==> src/rtl/cpu_bus_unit.sv <==
// Bus interface stage: runs each M-cycle as four T-states, drives the
// external bus, captures read data / opcodes, and emits the M-cycle tick.
module cpu_bus_unit #(
    parameter int ADDR_W   = 16,
    parameter int DATA_W   = 8,
    parameter int MAX_WAIT = 15
) (
    input  logic              clk,
    input  logic              rst,
    input  logic [2:0]        bus_op,
    input  logic [ADDR_W-1:0] bus_addr,
    input  logic [DATA_W-1:0] bus_dout,
    output logic [ADDR_W-1:0] ext_addr,
    output logic [DATA_W-1:0] ext_dout,
    input  logic [DATA_W-1:0] ext_din,
    output logic              ext_rd,
    output logic              ext_wr,
    input  logic              ext_ready,
    output logic [1:0]        tstate,
    output logic              m_tick,
    output logic [DATA_W-1:0] rdata,
    output logic [DATA_W-1:0] ir,
    output logic              cb_mode,
    output logic              ir_load,
    output logic              bus_timeout
);

    typedef enum logic [2:0] {
        OP_IDLE  = 3'd0,
        OP_IF    = 3'd1,
        OP_WRITE = 3'd2,
        OP_READ  = 3'd3,
        OP_IF_CB = 3'd4
    } bus_opcode_t;

    typedef enum logic [1:0] {
        T1 = 2'd0,
        T2 = 2'd1,
        T3 = 2'd2,
        T4 = 2'd3
    } tstate_t;

    localparam logic [7:0] MAXW = 8'(MAX_WAIT);

    tstate_t     state;
    bus_opcode_t op;
    logic [7:0]  wcnt;

    bus_opcode_t op_in;
    logic        hold;
    logic        timed_out;
    logic        fetch;
    logic [DATA_W-1:0] cap;

    function automatic logic reads(input bus_opcode_t o);
        return (o == OP_IF) || (o == OP_READ) || (o == OP_IF_CB);
    endfunction

    always_comb begin
        op_in     = (bus_op > 3'd4) ? OP_IDLE : bus_opcode_t'(bus_op);
        hold      = (op != OP_IDLE) && !ext_ready && (wcnt < MAXW);
        timed_out = (op != OP_IDLE) && (wcnt >= MAXW);
        fetch     = (op == OP_IF) || (op == OP_IF_CB);
        cap       = timed_out ? '1 : ext_din;
    end

    assign tstate = state;

    always_ff @(posedge clk) begin
        if (rst) begin
            state       <= T1;
            op          <= OP_IDLE;
            wcnt        <= '0;
            ext_addr    <= '0;
            ext_dout    <= '0;
            ext_rd      <= 1'b0;
            ext_wr      <= 1'b0;
            m_tick      <= 1'b0;
            rdata       <= '1;
            ir          <= '0;
            cb_mode     <= 1'b0;
            ir_load     <= 1'b0;
            bus_timeout <= 1'b0;
        end else begin
            m_tick      <= 1'b0;
            ir_load     <= 1'b0;
            bus_timeout <= 1'b0;
            unique case (state)
                T1: begin
                    state  <= T2;
                    wcnt   <= '0;
                    ext_wr <= (op == OP_WRITE);
                end
                T2: begin
                    state <= T3;
                end
                T3: begin
                    if (hold) begin
                        wcnt <= wcnt + 8'd1;
                    end else begin
                        state       <= T4;
                        ext_rd      <= 1'b0;
                        ext_wr      <= 1'b0;
                        m_tick      <= 1'b1;
                        ir_load     <= fetch;
                        bus_timeout <= timed_out;
                        if (op == OP_READ)
                            rdata <= cap;
                        if (fetch) begin
                            ir      <= cap;
                            cb_mode <= (op == OP_IF_CB);
                        end
                    end
                end
                T4: begin
                    // next request is sampled only on the edge into T1
                    state  <= T1;
                    op     <= op_in;
                    ext_rd <= reads(op_in);
                    if (op_in != OP_IDLE)
                        ext_addr <= bus_addr;
                    if (op_in == OP_WRITE)
                        ext_dout <= bus_dout;
                end
                default: state <= T1;
            endcase
        end
    end

endmodule

==> config.mk <==
export PLATFORM = sky130hd
export DESIGN_NAME = cpu_bus_unit
export DESIGN_NICKNAME = d
export VERILOG_FILES = /design/src/rtl/cpu_bus_unit.sv
export SDC_FILE = /design/constraint.sdc
export NUM_CORES = 1
export LEC_CHECK = 0
export ABC_AREA = 1
export CORE_MARGIN = 4
export CORE_UTILIZATION = 40
export DETAILED_ROUTE_END_ITERATION = 7
export GPL_TIMING_DRIVEN = 0
export PLACE_DENSITY = 0.79
export SLEW_MARGIN = 20
export SYNTH_ARGS = -nofsm -noshare
export SYNTH_HDL_FRONTEND = slang
export SYNTH_SLANG_ARGS = --single-unit
==> constraint.sdc <==
create_clock -name clk -period 1.3 [get_ports clk]
set_input_delay 0.13 -clock clk [delete_from_list [all_inputs] [get_ports clk]]
set_output_delay 0.13 -clock clk [all_outputs]
set_load 0.05 [all_outputs]
==> out/qor.yml <==
diodes: 0
ff2ff_setup_slack_ns: -0.14
tritoncts: "built"
hold_path.class: "in -> reg"
timing.rr.start: "wcnt[1]"
coreArea_um2: 5890
holdPathEnd: "m_tick"
start_util: 0.411
crit_buf_inv: 1
drt_iter0_markers: 66
peakVddDrop_uv: 753
synth_seq_cells: 59
cts_inserted_buffers: 9
grt_usage: 0.184
instances_no_fill: 517
slew_viol_final: 0
crit_chain: "ha_4, nand2_4, nor2_4, nor2_2, nand2_4, nand3_4, buf_4, nand2_1, nand2_1, nor2_1"
synth.cell_area_um2: 2420
setup_violations: 28
min_period_ns: 1.44
place_ws_ns: -0.333
fin_skew_ns: 0.0126
worst_r2r_path_depth: 10
fin_nets: 482
num_rows: 28
io_buffers: 84
antenna_found_initial: 0
syn_inst: 322
place_area_um2: 3450
remaining_drc_errors: 0
holdCritStartpoint: "rst"
gp_congestion: 0.768
maxCapViolCount: 0
clock_latency_ns: 0.34
die_w_um: 85.8
grt_pass1_wl_um: 10800
multi_input_area_um2: 1420
hold_buffers: 0
status: "finished with violations"
violations: "negative setup slack"
slowest_stage: "dfxtp_2"
design_area_um2: 4190
dieArea_um2: 7350
first_pass_iters: 4
crit_type: "reg -> reg"
hold_violations: 0
vias_per_cell: 4.86
post-place-cells: 481
ioPinCount: 86
path_clk_slew_ns: 0.07
areaGrowthSynthToFinish_pct: 73.4
fmax_mhz: 694
clock-sinks: 59
cp.depth: 10
holdPathStages: 2
cp-start-kind: "register"
first_global_vias: 2348
die_h_um: 85.8
synth-seq-area-share: 0.488
p_per_area_nw_per_um2: 1250
htree_levels: 3
final-seq-area_um2: 1190
synth_nets: 365
cts_buffer_depth: 2
drive_gt1_frac: 0.391
grt_max_degree: 11
slowest_delay_ns: 0.35
rsz0062_at_grt: "yes"
vias: 2512
dp_hpwl_um: 4480
worst_pin_slew_ns: 0.678
avgSynthCellArea_um2: 7.51
drt_wl_total_um: 7300
p_leak_nw: 1.73
grt_overflow_total: 0
setup_ws_ns: -0.141
antenna_left: 0
root_buffer: "clkbuf_8"
crit_arrival_ns: 1.71
slew_headroom: 0.548
drt-wirelength-per-cell_um: 14.1
crit_family: "simple AND/OR/NAND/NOR gates"
fillerInstances: 466
ys_types: 24
critPathMaxFanout: 8
fin_crit_sh: 1.11
cp.required_ns: 1.57
yosysWarnings: 0
cp-end-kind: "register"
r2r_end: "ir[2]"
fin_setup_tns_ns: -1.68
flip-flops by register name, indices dropped and copies added, names as in the netlist, 2 cells and up:
signal	cells
op	3
ir	8
rdata	8
wcnt	8
ext_dout	8
ext_addr	16
tstate	2
area by class of cell:
cell class,instances,area share
Buffer,11,0.0179
Clock buffer,12,0.0394
Clock inverter,2,0.00836
Inverter,33,0.0331
Multi-Input combinational cell,220,0.338
Sequential cell,59,0.285
Tap cell,75,0.0224
Timing Repair Buffer,105,0.255
logic make-up (layout without fill, tap and decap cells):
kind of cell / Yosys count / count (layout) / synth area share
AOI/OAI and AO/OA: 39 / 39 / 0.0838
DFF: 59 / 59 / 0.488
buffers and inverters: 44 / 163 / 0.0760
adders and majority gates: 5 / 5 / 0.0259
xor gates and xnor gates: 1 / 1 / 0.00362
and+or+nand+nor: 174 / 175 / 0.322
synth_stat cells:
cell type	number	area [µm²]
nor2_1	63	236
dfxtp_1	59	1180
nand2_1	59	221
inv_1	30	113
nand3_1	21	105
o21ai_0	17	85.1
nor3_1	16	80.1
a21oi_1	10	50.1
o21ai_1	10	50.1
clkbuf_1	6	22.5
ha_1	5	62.6
nor3b_1	4	30.0
buf_2	3	15.0
inv_2	3	11.3
nand2_2	3	18.8
a21oi_2	2	17.5
nand2_4	2	22.5
nand3_4	2	35.0
nor2_2	2	12.5
buf_4	1	7.51
buf_8	1	15.0
nand4_1	1	6.26
nor2_4	1	11.3
xor2_1	1	8.76
where the power goes:
part / total [mW] / switching (mW) / internal (mW)
combinational: 1.50 / 0.936 / 0.567
sequential: 2.01 / 0.0892 / 1.92
clock: 1.72 / 0.703 / 1.02
how the worst max path moves through the flow:
stage,from,endpoint,slack (ns)
2_1_floorplan,wcnt[0],cb_mode,-0.02
3_3_place_gp,bus_op[0],ext_addr[8],-0.30
3_5_place_dp,bus_op[0],ext_addr[6],-0.33
4_1_cts,wcnt[1],ir[5],-0.1
5_1_grt,wcnt[1],ir[6],-0.20
6_report,wcnt[1],ir[2],-0.14
placed cells by master, fill, tap and decap left out, types with 2 or more instances in the layout:
cell / n
nor2_1: 53
nor3_1: 10
clkbuf_1: 6
buf_6: 6
o21ai_0: 2
ha_1: 3
o21ai_2: 21
inv_2: 2
clkdlybuf4s15_1: 2
nand2_4: 2
nor2_4: 6
nand2_1: 51
clkdlybuf4s50_1: 36
dfxtp_2: 5
o21ai_1: 4
inv_4: 2
clkbuf_8: 12
nor3b_2: 4
a21oi_2: 5
ha_4: 2
nand3_4: 6
nor3_2: 6
a21oi_1: 7
nor2_2: 7
dfxtp_4: 2
dfxtp_1: 52
buf_4: 17
clkbuf_2: 2
nand3_2: 4
inv_6: 2
clkdlybuf4s15_2: 44
nand2_2: 7
nand2_8: 4
inv_1: 27
nand3_1: 14
timing repair:
action / 4_1_cts / 5_1_grt
buffers inserted: 10 / 10
endpoints found under the setup margin: 96 / 59
pin swaps: 9 / 29
gates resized for setup: 154 / 86
cloned: 2 / 0
through the flow:
step / util / hold slack, ns / power [mW]
after floorplan: - / 0.265 / 2.86
after global placement: 0.587 / 0.452 / 3.25
after detailed placement: 0.587 / 0.459 / 3.27
after CTS: 0.658 / 0.162 / 5.03
after global routing: 0.712 / 0.245 / 5.47
final: 0.712 / 0.235 / 5.24
per-layer routing:
| metal | global-route usage | part of all wire | up-vias | wire [µm] |
|---|---|---|---|---|
| met5 | 0 | 0 | - | 0 |
| met4 | 0.0734 | 0.018 | 0 | 131 |
| met3 | 0.0634 | 0.066 | 15 | 479 |
| met2 | 0.305 | 0.52 | 75 | 3800 |
| met1 | 0.219 | 0.40 | 1158 | 2890 |
| li1 | - | - | 1264 | - |
No activity file was read; power rests on OpenSTA's default activity.
